File: src/rtl/bridge_gearbox_if.sv
// rtl/bridge_gearbox_if.sv - beat handshake bundle for the lane-width gearbox
// Input side : vld_i, din[DIN_W][DATA_W], din_cnt, last_i -> rdy_o
// Output side: vld_o, dout[DOUT_W][DATA_W], dout_cnt, last_o <- rdy_i
// slave is the gearbox view, master is the producer/consumer view.
interface bridge_gearbox_if #(
  parameter int DIN_W  = 3,
  parameter int DOUT_W = 8,
  parameter int DATA_W = 8
);
  localparam int DCW = $clog2(DIN_W + 1);
  localparam int OCW = $clog2(DOUT_W + 1);

  logic                          vld_i;
  logic [DIN_W-1:0][DATA_W-1:0]  din;
  logic [DCW-1:0]                din_cnt;
  logic                          last_i;
  logic                          rdy_o;
  logic                          vld_o;
  logic [DOUT_W-1:0][DATA_W-1:0] dout;
  logic [OCW-1:0]                dout_cnt;
  logic                          last_o;
  logic                          rdy_i;

  modport slave (
    input  vld_i, din, din_cnt, last_i, rdy_i,
    output rdy_o, vld_o, dout, dout_cnt, last_o
  );

  modport master (
    output vld_i, din, din_cnt, last_i, rdy_i,
    input  rdy_o, vld_o, dout, dout_cnt, last_o
  );
endinterface

File: src/rtl/bridge_gearbox.sv
// rtl/bridge_gearbox.sv - DIN_W-lane to DOUT_W-lane gearbox with per-beat lane counts
// Packs input lanes oldest-first into a REG_W-lane buffer and presents the
// lowest DOUT_W lanes as the output beat; last flushes a trailing partial beat.
// Ports: clk, a_rst_n (async, active-low), bus (bridge_gearbox_if.slave).
module bridge_gearbox #(
  parameter int DIN_W  = 3,
  parameter int DOUT_W = 8,
  parameter int DATA_W = 8,
  parameter int REG_W  = DIN_W + 2 * DOUT_W,
  parameter int CNT_W  = $clog2(REG_W + 1)
) (
  input  logic            clk,
  input  logic            a_rst_n,
  bridge_gearbox_if.slave bus
);
  localparam int DCW = $clog2(DIN_W + 1);
  localparam int OCW = $clog2(DOUT_W + 1);
  localparam int BW  = REG_W * DATA_W;

  logic [BW-1:0]    buf_q, buf_d;
  logic [CNT_W-1:0] cnt_q, cnt_d;
  logic             last_q;

  logic [DCW-1:0]   din_n;
  logic [BW-1:0]    din_wide;
  logic [OCW-1:0]   out_n;
  logic             out_last;
  logic             push, pop;
  logic [CNT_W-1:0] push_n, pop_n;

  assign din_n = (bus.din_cnt > DCW'(DIN_W)) ? DCW'(DIN_W) : bus.din_cnt;

  // Outputs depend on registered state only, so rdy_o has no path from rdy_i/vld_i.
  assign out_n    = (int'(cnt_q) >= DOUT_W) ? OCW'(DOUT_W) : OCW'(cnt_q);
  assign out_last = last_q && (int'(cnt_q) <= DOUT_W);

  assign bus.rdy_o    = !last_q && (int'(cnt_q) + DIN_W <= REG_W);
  assign bus.vld_o    = (int'(cnt_q) >= DOUT_W) || last_q;
  assign bus.dout     = buf_q[DOUT_W*DATA_W-1:0];
  assign bus.dout_cnt = out_n;
  assign bus.last_o   = out_last;

  assign push   = bus.vld_i && bus.rdy_o;
  assign pop    = bus.vld_o && bus.rdy_i;
  assign push_n = push ? CNT_W'(din_n) : '0;
  assign pop_n  = pop ? CNT_W'(out_n) : '0;

  // Unused lanes are zeroed so the buffer keeps zeros above cnt_q.
  always_comb begin
    din_wide = '0;
    for (int i = 0; i < DIN_W; i++) begin
      if (push && (i < int'(din_n))) din_wide[i*DATA_W +: DATA_W] = bus.din[i];
    end
  end

  // Popped lanes fall off the bottom; new lanes land right above what remains.
  always_comb begin
    cnt_d = cnt_q - pop_n + push_n;
    buf_d = (buf_q >> (int'(pop_n) * DATA_W)) |
            (din_wide << (int'(cnt_q - pop_n) * DATA_W));
  end

  always_ff @(posedge clk or negedge a_rst_n) begin
    if (!a_rst_n) begin
      buf_q  <= '0;
      cnt_q  <= '0;
      last_q <= 1'b0;
    end else begin
      buf_q <= buf_d;
      cnt_q <= cnt_d;
      // Set and clear never coincide: rdy_o is low while last_q is held.
      if (push && bus.last_i)    last_q <= 1'b1;
      else if (pop && out_last)  last_q <= 1'b0;
    end
  end
endmodule

File: src/flat_wrapper.sv
// flat-port wrapper written by rule: the top's interface ports become plain ports
module bridge_gearbox_flat 
#(
  parameter int DIN_W  = 3,
  parameter int DOUT_W = 8,
  parameter int DATA_W = 8,
  parameter int REG_W  = DIN_W + 2 * DOUT_W,
  parameter int CNT_W  = $clog2(REG_W + 1)
)
  (clk, a_rst_n, bus_vld_i, bus_din, bus_din_cnt, bus_last_i, bus_rdy_i, bus_rdy_o, bus_vld_o, bus_dout, bus_dout_cnt, bus_last_o);
  bridge_gearbox_if #(.DIN_W(DIN_W), .DOUT_W(DOUT_W), .DATA_W(DATA_W)) bus_i ();
  input  logic clk;
  input  logic a_rst_n;
  input wire logic [$bits(bus_i.vld_i)-1:0] bus_vld_i;
  input wire logic [$bits(bus_i.din)-1:0] bus_din;
  input wire logic [$bits(bus_i.din_cnt)-1:0] bus_din_cnt;
  input wire logic [$bits(bus_i.last_i)-1:0] bus_last_i;
  input wire logic [$bits(bus_i.rdy_i)-1:0] bus_rdy_i;
  output wire logic [$bits(bus_i.rdy_o)-1:0] bus_rdy_o;
  output wire logic [$bits(bus_i.vld_o)-1:0] bus_vld_o;
  output wire logic [$bits(bus_i.dout)-1:0] bus_dout;
  output wire logic [$bits(bus_i.dout_cnt)-1:0] bus_dout_cnt;
  output wire logic [$bits(bus_i.last_o)-1:0] bus_last_o;
  assign bus_i.vld_i = bus_vld_i;
  assign bus_i.din = bus_din;
  assign bus_i.din_cnt = bus_din_cnt;
  assign bus_i.last_i = bus_last_i;
  assign bus_i.rdy_i = bus_rdy_i;
  assign bus_rdy_o = bus_i.rdy_o;
  assign bus_vld_o = bus_i.vld_o;
  assign bus_dout = bus_i.dout;
  assign bus_dout_cnt = bus_i.dout_cnt;
  assign bus_last_o = bus_i.last_o;
  bridge_gearbox #(.DIN_W(DIN_W), .DOUT_W(DOUT_W), .DATA_W(DATA_W), .REG_W(REG_W), .CNT_W(CNT_W)) u_core (.clk(clk), .a_rst_n(a_rst_n), .bus(bus_i));
endmodule
File: config.mk
export PLATFORM = sky130hd
export DESIGN_NAME = bridge_gearbox_flat
export DESIGN_NICKNAME = d
export VERILOG_FILES = /design/src/rtl/bridge_gearbox_if.sv /design/src/rtl/bridge_gearbox.sv /design/src/flat_wrapper.sv
export SDC_FILE = /design/constraint.sdc
export NUM_CORES = 1
export LEC_CHECK = 0
export ABC_AREA = 1
export BUFFER_PORTS_ARGS = -buffer_cell sky130_fd_sc_hd__buf_4
export CAP_MARGIN = 20
export CELL_PAD_IN_SITES_DETAIL_PLACEMENT = 1
export CELL_PAD_IN_SITES_GLOBAL_PLACEMENT = 2
export CORE_ASPECT_RATIO = 1.2
export CORE_MARGIN = 10
export CORE_UTILIZATION = 34
export CTS_CLUSTER_DIAMETER = 100
export DETAILED_ROUTE_END_ITERATION = 16
export HOLD_SLACK_MARGIN = 0.02
export PLACE_DENSITY_LB_ADDON = 0.1
export SLEW_MARGIN = 20
export SYNTH_ARGS = -nofsm -noshare
export SYNTH_HDL_FRONTEND = slang
export SYNTH_SLANG_ARGS = --single-unit
File: constraint.sdc
create_clock -name clk -period 4.2 [get_ports clk]
set_clock_uncertainty 0.1 [all_clocks]
set_input_delay 0.84 -clock clk [delete_from_list [all_inputs] [get_ports clk]]
set_output_delay 0.84 -clock clk [all_outputs]
set_load 0.01 [all_outputs]
Word level (Yosys, flattened, before mapping). Index checks and enable logic that the tools add are counted.

Add/sub/neg operators: 4. Magnitude comparators: 7. Shifts and indexed selects: 2. Muxes and demuxes: 9. Bitwise operators: 1. Reduce and logical (&&, ||, !) cells: 12.

Operator list (number): OR 152 bit (1); << shifter 24 x 32 -> 152 bit (1); right shift 152 x 8 -> 152 bit (1); <= comparator 32 x 6 -> 1 bit (second input constant) (1); two-way mux 8 bit (3); logical AND 1 bit (9); two-way mux 4 bit (2); adder 5 x 2 -> 6 bit (second input constant) (1); subtractor 5 x 5 -> 6 bit (1); adder 5 bit (1); greater-or-equal comparator 5 x 4 -> 1 bit (second input constant) (1); <= comparator 5 x 4 -> 1 bit (second input constant) (1); subtractor 5 bit (1); < comparator 1 x 2 -> 1 bit (first input constant) (2); two-way mux 2 bit (2); > comparator 2 bit (second input constant) (1); < comparator 2 bit (first input constant) (1); two-way mux 1 bit (2); nonzero test 2 bit (1); logical NOT 1 bit (1); logical OR 1 bit (1).

Register bits after elaboration: 158. Input port bits: 31. Output and inout port bits: 71. Word-level logic and storage cells: 38.

Logic depth before layout (Yosys ltp). Gate-level depths: netlist of run 1.

Depth in word-level cells: 8. Depth in mapped cells: 19. Depth with buffers taken out: 17.

Worst setup path after synthesis of run 1. No wires, ideal clock.

Path kind: input to register. Start: input bus_rdy_i. End: register u_core.buf_q[119]. Setup time: 0.133 ns. Data arrival time: 3.376 ns. Setup slack: 0.591 ns. Stages on the path: 16. Path through: nand3_4 > inv_2 > buf_2 > buf_2 > ha_1 > inv_1 > fa_1 > a31o_2 > xor2_2 > nor2_4 > inv_2 > nor2_1 > buf_4 > buf_4 > nand4_1 > o21ai_0.

Longest elaborated chain between the ends: 5.

Ends and longest elaborated chain: start: declaration (RTL line flat_wrapper.sv:18) `input wire logic [$bits(bus_i.rdy_i)-1:0] bus_rdy_i;`; logical AND 1 bit * (RTL line bridge_gearbox.sv:44) `assign pop = bus.vld_o && bus.rdy_i;`; two-way mux 4 bit * (RTL line bridge_gearbox.sv:46) `assign pop_n = pop ? CNT_W'(out_n) : '0;`; subtractor 5 x 5 -> 6 bit (RTL line bridge_gearbox.sv:60) `(din_wide << (int'(cnt_q - pop_n) * DATA_W));`; << shifter 24 x 32 -> 152 bit (RTL line bridge_gearbox.sv:60); OR 152 bit * (RTL line bridge_gearbox.sv:59) `buf_d = (buf_q >> (int'(pop_n) * DATA_W)) |`; named net u_core.buf_d[119] (RTL line bridge_gearbox.sv:20) `logic [BW-1:0] buf_q, buf_d;`; end signal: assignment (RTL line bridge_gearbox.sv:69) `buf_q <= buf_d;`; end: declaration (RTL line bridge_gearbox.sv:20).

The timed path passes the listed nets; every way through them passes the cells marked *. A chain may end at the register's enable or synchronous reset.

Worst setup path in the final report of run 1.
Start: register u_core.cnt_q[4]. End: register u_core.buf_q[138].

Longest elaborated chain between the ends: 8.

Ends and longest elaborated chain: start: declaration (RTL line bridge_gearbox.sv:21) `logic [CNT_W-1:0] cnt_q, cnt_d;`; start signal: assignment (RTL line bridge_gearbox.sv:70) `cnt_q <= cnt_d;`; adder 5 x 2 -> 6 bit (RTL line bridge_gearbox.sv:37) `assign bus.rdy_o = !last_q && (int'(cnt_q) + DIN_W <= REG_W);`; <= comparator 32 x 6 -> 1 bit (RTL line bridge_gearbox.sv:37); logical AND 1 bit (RTL line bridge_gearbox.sv:37); logical AND 1 bit (RTL line bridge_gearbox.sv:43) `assign push = bus.vld_i && bus.rdy_o;`; logical AND 1 bit (RTL line bridge_gearbox.sv:52) `if (push && (i < int'(din_n))) din_wide[i*DATA_W +: DATA_W] = bus.din[i];`; two-way mux 8 bit (RTL line bridge_gearbox.sv:52); << shifter 24 x 32 -> 152 bit (RTL line bridge_gearbox.sv:60); OR 152 bit * (RTL line bridge_gearbox.sv:59); named net u_core.buf_d[138] (RTL line bridge_gearbox.sv:20).

Marked as above.

==> out/metrics.yaml, run 1 <==
grt_pass1_vias: 15200
status: "completed"
crit_fanout: 8
dp_cells: 2718
rsz0062_at_grt: "false"
synth.distinct_cells: 45
nets: 2244
avgSynthCellArea_um2: 6.16
antenna_found_initial: 0
synth_nets: 2318
ir_worst_vdd_mv: 0.761
via_per_inst: 5.47
fmax_ghz: 0.274
crit_required_ps: 4490
max_cap_viol_count: 0
seqCellArea_mm2: 0.00395
slew_violations: 0
postLayoutCoreUtil: 0.371
synth-edff-count: 0
cp_data_arrival_time_ps: 3940
row_count: 81
period_minus_slack_ps: 3650
worstSetupEndpointType: "flip-flop"
final_common_cell: "nand2_1"
yosysWarnings: 0
reg2reg_slack_ps: 550
die_area_mm2: 0.0497
multi_input_area_mm2: 0.00825
die_w_um: 205
final_cell_mix: "822 x nand2_1, 338 x nand3_1, 158 x dfrtp_1"
synth_area_mm2: 0.0140
io_pins: 102
ys_seq_elements: 158
fillers: 5410
synthArstFlopShare: 1.00
cts_resized: 0
htreeDepth: 4
dieHeight_um: 242
drt_wl_total_mm: 60.2
grt_max_degree: 210
cp-start-kind: "flip-flop"
firstDrtPassIters: 5
grt_pass1_wl_mm: 93.8
rr_endpoint: "u_core.buf_q[138]"
clock_sinks: 158
crit_type: "flip-flop to flip-flop"
ys_seq_area_frac: 0.283
core_mm2: 0.0407
p_per_area_mw_per_mm2: 975
p_leak_nw: 7.47
drt_iter0_markers: 1070
fin_crit_sh: 0.869
hold_path_class: "input port to asynchronous set/reset pin"
io_buffer_count: 101
finalNonFillerCells: 2749
finalSetupViolations: 0
numCtsBuffers: 17
clock_latency_ps: 460
synth_cells: 2272
layout-drive-gt1-share: 0.0946
cts_tree: "done"
start_util: 0.343
tightestPinTransition_ps: 1240
grt-ovfl-total: 0
cts_root_buf: "clkbuf_16"
r2r_start: "u_core.cnt_q[4]"
place_hpwl_mm: 42.2
synthToLayoutAreaGrowth_pct: 8.10
wl_per_cell_um: 21.9
antenna-diode-count: 0
track_usage: 0.241
clk_pin_slew_worst_paths_ps: 70
rr_worst_depth: 17
gp_congestion: 0.832
hold_buffers: 0
ys.flop_type: "dfrtp_1"
max-slew-margin-rel: 0.175
ant_nets: 0
vias: 15000
tns_ps: 0
finalHoldViolations: 0
cts.path.max_buffers: 2
postCtsSetupBuffers: 0
route.detailed.drc: 0
## kinds of logic (layout without fill, tap and decap cells)
| kind of cell | count (synthesis) | count (layout) | synth area share |
|---|---|---|---|
| AND/OR/NAND/NOR | 1378 | 1378 | 0.426 |
| buffers and inverters | 362 | 300 | 0.132 |
| AO/OA/AOI/OAI | 344 | 344 | 0.131 |
| flip-flops | 158 | 158 | 0.283 |
| adder cells (fa/ha/maj) | 15 | 15 | 0.0156 |
| multiplexers | 9 | 9 | 0.00644 |
| XOR/XNOR | 6 | 6 | 0.00563 |
## worst max-delay path: stages, from the launching register on
cell,delay [ps]
dfrtp_1,470
inv_4,150
nand2_4,90
nor2_1,210
nand3_4,120
ha_1,490
nand2_1,150
o21ai_2,260
nand3_1,100
nand2_1,240
nand2_1,90
nor2_1,380
nand2_1,140
inv_1,130
nand4_1,130
nand2_1,100
nand2_1,110
nand2_1,100
## worst max-delay path by stage
stage                     depth (start not counted)           endpoint       startpoint  slack, ps
final                                            17  u_core.buf_q[138]  u_core.cnt_q[4]        550
after global routing                             17   u_core.buf_q[67]  u_core.cnt_q[4]        220
after CTS                                        15  u_core.buf_q[151]  u_core.cnt_q[4]        520
after detailed placement                         13  u_core.buf_q[151]        bus_rdy_i        360
after global placement                           14  u_core.buf_q[146]        bus_rdy_i        420
after floorplan                                  16  u_core.buf_q[119]        bus_rdy_i        590
## per-layer routing
layer  vias up  track usage  part of all wire
met5         -            0                 0
met4         0       0.0528             0.014
met3        46       0.0316             0.042
met2       319        0.387              0.47
met1      7397        0.335              0.47
li1       7280            -                 -
## sequential cells by signal, summed over array words and instances, names as in the netlist
| register | count |
|---|---|
| u_core.buf_q | 152 |
| u_core.last_q | 1 |
| u_core.cnt_q | 5 |
## synth_stat cells (4+ instances only)
cell type / count / share of area
mux2i_1: 9 / 0.0064
or2_1: 20 / 0.0089
nor2_1: 84 / 0.023
buf_2: 55 / 0.020
inv_1: 118 / 0.032
inv_2: 8 / 0.0021
a21oi_1: 24 / 0.0086
nand4_1: 68 / 0.030
o211ai_1: 28 / 0.015
o21ai_1: 135 / 0.048
a31oi_1: 9 / 0.0040
buf_6: 14 / 0.011
dfrtp_1: 158 / 0.28
fa_1: 4 / 0.0057
nand2_1: 822 / 0.22
buf_4: 83 / 0.045
o21ai_0: 133 / 0.048
nor3_1: 20 / 0.0072
o21a_1: 7 / 0.0038
clkbuf_1: 53 / 0.014
buf_1: 28 / 0.0075
o22ai_1: 4 / 0.0018
nand3_1: 339 / 0.12
ha_1: 11 / 0.0098
nor2_2: 5 / 0.0022
nand3b_1: 4 / 0.0021
## through the flow
| stage | area (µm²) | setup slack [ps] | power, mW | hold WS (ps) |
|---|---|---|---|---|
| floorplan | 14000 | 591 | 9.66 | 373 |
| global placement | 14500 | 417 | 12.9 | 414 |
| detailed placement | 14500 | 363 | 13.1 | 415 |
| CTS | 15100 | 515 | 14.8 | 309 |
| global route | 15100 | 219 | 16.1 | 325 |
| finish | 15100 | 550 | 14.7 | 288 |
## power by group
group	internal, mW	switching [mW]	total [mW]
sequential	2.24	0.628	2.87
clock	0.980	0.721	1.70
combinational	3.00	7.18	10.2
## layout make-up
cell class / count / share of cell area
sequential: 158 / 0.261
clock buffer: 21 / 0.0311
clock inverter: 10 / 0.00893
multi-input combinational: 1752 / 0.546
inverter: 128 / 0.0324
tap: 539 / 0.0446
timing repair buffer: 141 / 0.0760
(Power assumes the default switching activity.)
==> run 2: changes to the inputs <==
--- a/config.mk
+++ b/config.mk
@@ -12,7 +12,7 @@
 export CELL_PAD_IN_SITES_GLOBAL_PLACEMENT = 2
 export CORE_ASPECT_RATIO = 1.2
 export CORE_MARGIN = 10
-export CORE_UTILIZATION = 34
+export CORE_UTILIZATION = 25
 export CTS_CLUSTER_DIAMETER = 100
 export DETAILED_ROUTE_END_ITERATION = 16
 export HOLD_SLACK_MARGIN = 0.02
==> run 2 against run 1 <==
  * Register-to-register slack about the same
  * Clock power down 9%
  * Combinational power about the same
  * Critical path depth down 4
  * Via count up 0.20%
  * Non-clock buffer count down 2
  * Hold slack worse by 13 ps
  * First-iteration DRC count down 4.6%
  * Die area up 33%
  * Largest cell class unchanged
  * Largest power group unchanged
==> out/metrics.yaml, run 2 (synthesis results as in run 1) <==
cp_cell_sequence: "inv_4, nand2_4, nor2_1, nand3_4, ha_1, nand2_1, nor3_2, nor2_4, nor2_1, nand3_1, nor3_1, nand2_1, o211ai_1"
ant_nets: 0
numCtsBuffers: 17
synthToLayoutAreaGrowth_pct: 9.74
sequentialPowerShare: 0.194
intPower_mw: 6.14
grt_max_degree: 210
layout_setup_ws_ps: 544
cp-start-kind: "flip-flop"
core_mm2: 0.0552
crit_family: "simple AND/OR/NAND/NOR gates"
max-slew-margin-rel: 0.288
rsz0062_at_grt: "false"
die_area_mm2: 0.0659
drt_wl_total_mm: 65.5
final_common_cell: "nand2_1"
place_hpwl_mm: 45.6
grt_pass1_vias: 15300
max_cap_viol_count: 0
p_leak_nw: 7.46
die_w_um: 236
crit_required_ps: 4480
grt_pass1_wl_mm: 99.8
reg.largest.list: "u_core.buf_q: 152 flops, u_core.cnt_q: 5 flops, u_core.last_q: 1 flops"
hold_path_class: "input port to asynchronous set/reset pin"
firstDrtPassIters: 5
cts.path.max_buffers: 2
nets: 2242
vias: 15100
final_cell_mix: "822 x nand2_1, 338 x nand3_1, 158 x dfrtp_1"
p_comb_frac: 0.703
tns_ps: 0
via_per_inst: 5.15
cp_data_arrival_time_ps: 3930
clk_pin_slew_worst_paths_ps: 70
largest-register: "u_core.buf_q"
wl_per_cell_um: 22.4
post-place-ws_ps: 382
finalHoldViolations: 0
clock_latency_ps: 470
p_sw_mw: 8.78
route.detailed.drc: 0
crit_type: "flip-flop to flip-flop"
fmax_ghz: 0.273
p_clk_frac: 0.103
layout-drive-gt1-share: 0.0933
grt-ovfl-total: 0
hold_buffers: 0
fin_crit_sh: 0.871
row_count: 94
htreeDepth: 4
dieHeight_um: 279
ir_worst_vdd_mv: 0.565
start_util: 0.254
cts_tree: "done"
status: "completed"
gp_congestion: 0.813
clock_sinks: 158
p_total_mw: 14.9
tightestPinTransition_ps: 1070
critPathSlowestCell: "nor3_1"
antenna_found_initial: 0
cp_num_buf_inv: 1
cts_root_buf: "clkbuf_16"
drt_iter0_markers: 1021
slowest_delay_ps: 490
postCtsSetupBuffers: 0
cts_resized: 0
period_minus_slack_ps: 3660
slew_violations: 0
crit_fanout: 18
worstSetupEndpointType: "flip-flop"
p_per_area_mw_per_mm2: 972
finalSetupViolations: 0
io_pins: 102
io_buffer_count: 101
track_usage: 0.195
switching_share: 0.588
antenna-diode-count: 0
largest_reg_flops: 152
## run 2: routing by layer
metal	wire length (µm)	global-route usage	vias to the layer above
met5	0	0	-
met4	1620	0.0637	0
met3	2710	0.0263	66
met2	30500	0.322	313
met1	30700	0.258	7427
li1	-	-	7266
## run 2: cell type report
class,count,area (µm²)
multi-input combinational,1752,8250
clock inverter,7,37.5
fill,6972,39800
clock buffer,23,498
sequential,158,3950
timing repair buffer,139,1220
tap,720,901
inverter,128,490
## run 2: final timing paths
path | start | endpoint | slack (ps) | depth (start not counted)
min in group clk | u_core.last_q | u_core.last_q | 420 | 2
hold / removal | a_rst_n | u_core.last_q | 280 | 1
setup / recovery | u_core.cnt_q[4] | u_core.buf_q[2] | 540 | 13
setup reg to reg | u_core.cnt_q[4] | u_core.buf_q[2] | 540 | 13
max in group asynchronous | a_rst_n | u_core.buf_q[38] | 2570 | 2
hold reg to reg | u_core.last_q | u_core.last_q | 420 | 2
## run 2: power groups by stage
| stage | registers [mW] | logic (mW) | clock network (mW) |
|---|---|---|---|
| 2_1_floorplan | 2.54 | 7.12 | 0 |
| 3_3_place_gp | 2.93 | 10.5 | 0 |
| 3_5_place_dp | 2.93 | 10.6 | 0 |
| 4_1_cts | 2.90 | 10.6 | 1.59 |
| 5_1_grt | 2.97 | 11.7 | 1.64 |
| 6_report | 2.90 | 10.5 | 1.54 |
## run 2: metrics by stage
step / std cells / area (µm²) / util / hold WS, ps
floorplan: 2272 / 14000 / - / 373
global placement: 2897 / 14800 / 0.269 / 396
detailed placement: 2897 / 14800 / 0.269 / 416
CTS: 2927 / 15400 / 0.278 / 290
global route: 2927 / 15400 / 0.278 / 295
finish: 2927 / 15400 / 0.278 / 275
==> run 3: changes to the inputs <==
--- a/config.mk
+++ b/config.mk
@@ -5,7 +5,6 @@
 export SDC_FILE = /design/constraint.sdc
 export NUM_CORES = 1
 export LEC_CHECK = 0
-export ABC_AREA = 1
 export BUFFER_PORTS_ARGS = -buffer_cell sky130_fd_sc_hd__buf_4
 export CAP_MARGIN = 20
 export CELL_PAD_IN_SITES_DETAIL_PLACEMENT = 1
==> run 3 against run 2 <==
  * Synthesized cell count fell by 30%
  * Critical path type unchanged
  * Sequential power fell by 6%
  * Sequential share of layout area rose by 0.25 points
  * Critical path depth rose by 2
  * Count of clock-buffer cells in the layout rose by 1
  * Area after synthesis fell by 6.0%
  * Highest routed layer unchanged
  * Maximum frequency fell by 0.77%
==> out/metrics.yaml, run 3 <==
largest_reg_flops: 152
tns_ps: 0
p_leak_nw: 6.88
htreeDepth: 4
synth_top_area_frac: 0.301
cp_data_arrival_time_ps: 3920
synth.distinct_cells: 86
largest-register: "u_core.buf_q"
placed_cell_area_mm2: 0.0147
synth.area.top_cells: "dfrtp_1 30%, mux2i_1 6.8%, nand2_1 5.5%, a22oi_1 5.4%, buf_4 3.9%"
vias: 13800
clk_pin_slew_worst_paths_ps: 60
cts_tree: "done"
slew_violations: 0
drt_iter0_markers: 1455
synth-edff-count: 0
wl_per_cell_um: 32.4
die_area_mm2: 0.0622
final_cell_mix: "192 x buf_4, 191 x nand2_1, 157 x dfrtp_1"
cts.path.max_buffers: 2
finalSetupViolations: 0
period_minus_slack_ps: 3680
synthArstFlopShare: 1.00
io_pins: 102
via_per_inst: 5.99
avgSynthCellArea_um2: 8.31
finalHoldViolations: 0
firstDrtPassIters: 5
synthToLayoutAreaGrowth_pct: 15.6
yosysWarnings: 0
hold_buffers: 0
numCtsBuffers: 17
dieHeight_um: 271
reg.largest.list: "u_core.buf_q: 152 flops, u_core.cnt_q: 5 flops, u_core.last_q: 1 flops"
rr_worst_depth: 15
synth_area_mm2: 0.0132
worstSetupEndpointType: "flip-flop"
fin_crit_sh: 0.877
reg2reg_slack_ps: 520
clock_sinks: 158
ys_seq_area_frac: 0.301
synth_cells: 1584
layout-drive-gt1-share: 0.172
place_hpwl_mm: 52.6
die_w_um: 229
grt_pass1_wl_mm: 109
cts_root_buf: "clkbuf_16"
gp_congestion: 0.882
ir_worst_vdd_mv: 0.475
io_buffer_count: 101
drt_wl_total_mm: 74.9
yosysMostFrequentCell: "nand2_1"
ys.flop_type: "dfrtp_1"
start_util: 0.252
track_usage: 0.237
crit_fanout: 8
max_cap_viol_count: 0
synth_largest_area_cell: "dfrtp_1"
crit_required_ps: 4430
p_per_area_mw_per_mm2: 788
antenna_found_initial: 0
clock_latency_ps: 470
hold_path_class: "input port to asynchronous set/reset pin"
postCtsSetupBuffers: 0
tightestPinTransition_ps: 1070
fillers: 6207
antenna-diode-count: 0
r2r_start: "u_core.last_q"
ys_seq_elements: 158
grt-ovfl-total: 0
netlist_top_cells_count: "193 x nand2_1, 158 x dfrtp_1, 95 x clkbuf_1, 94 x a22oi_1, 90 x mux2i_1"
nets: 1640
final_common_cell: "buf_4"
fin_hold_ws_ps: 312
core_mm2: 0.0523
rsz0062_at_grt: "false"
row_count: 92
crit_type: "flip-flop to flip-flop"
rr_endpoint: "u_core.buf_q[35]"
route.detailed.drc: 0
ant_nets: 0
cp-start-kind: "flip-flop"
cts_resized: 0
dp_cells: 2280
grt_max_degree: 111
max-slew-margin-rel: 0.287
status: "completed"
synth_nets: 1630
finalNonFillerCells: 2310
final_area_mm2: 0.0152
fmax_ghz: 0.271
grt_pass1_vias: 14200
-- run 3: cell count changes after synthesis, sizes merged, moves of 81 or more --
cell and change:
a22oi +94, nand3 -270, nand2 -630, mux2i +81, o21ai -188, inv -101
-- run 3: critical path: stages, from the launching register on --
cell and delay (ps):
dfrtp_1 400, buf_4 180, and4bb_2 260, nand2_4 100, inv_4 40, ha_1 190, inv_1 150, fa_1 490
inv_1 100, buf_4 180, nand2b_1 130, a21o_1 250, nor3_2 250, buf_4 240, a32oi_1 120, o22ai_1 370
-- run 3: cells by family (layout without fill, tap and decap cells) --
group	Yosys count	count (layout)	synth area share
AO/OA/AOI/OAI	620	620	0.342
XOR/XNOR	9	9	0.00599
adder cells (fa/ha/maj)	15	15	0.0165
buffers and inverters	239	260	0.0915
flip-flops	158	158	0.301
multiplexers	106	106	0.0822
AND/OR/NAND/NOR	437	437	0.162
-- run 3: where the power goes --
part	internal [mW]	switching (mW)	leakage, nW
combinational	2.56	5.06	4.47
clock	0.900	0.732	0.270
sequential	2.03	0.701	2.14
total	5.49	6.49	6.88
-- run 3: layer usage --
| layer | global-route usage | up-vias | routed length, µm |
|---|---|---|---|
| met5 | 0 | - | 0 |
| met2 | 0.368 | 542 | 34000 |
| li1 | - | 6049 | - |
| met4 | 0.0611 | 0 | 1380 |
| met3 | 0.0414 | 72 | 4470 |
| met1 | 0.331 | 7165 | 35100 |
-- run 3: cell type report --
class / count / area (µm²) / area share
clock inverter: 6 / 86.3 / 0.00568
inverter: 27 / 106 / 0.00699
clock buffer: 24 / 472 / 0.0310
sequential: 158 / 3960 / 0.260
multi-input combinational: 1187 / 8060 / 0.530
tap: 705 / 882 / 0.0580
timing repair buffer: 203 / 1650 / 0.109
-- run 3: how the worst max path moves through the flow --
stage	from	to	slack, ps	cells after the start
2_1_floorplan	bus_rdy_i	u_core.buf_q[46]	40	17
3_3_place_gp	bus_rdy_i	u_core.buf_q[35]	170	15
3_5_place_dp	bus_rdy_i	u_core.buf_q[47]	160	12
4_1_cts	u_core.cnt_q[0]	bus_rdy_o	520	7
5_1_grt	u_core.last_q	u_core.buf_q[47]	310	13
6_report	u_core.last_q	u_core.buf_q[35]	520	15
-- run 3: metrics by stage --
stage / total power [mW] / utilization / setup WS, ps
2_1_floorplan: 6.93 / - / 40.3
6_report: 12.0 / 0.291 / 515
4_1_cts: 11.9 / 0.291 / 524
3_5_place_dp: 10.3 / 0.280 / 156
5_1_grt: 12.6 / 0.291 / 307
3_3_place_gp: 10.2 / 0.280 / 170
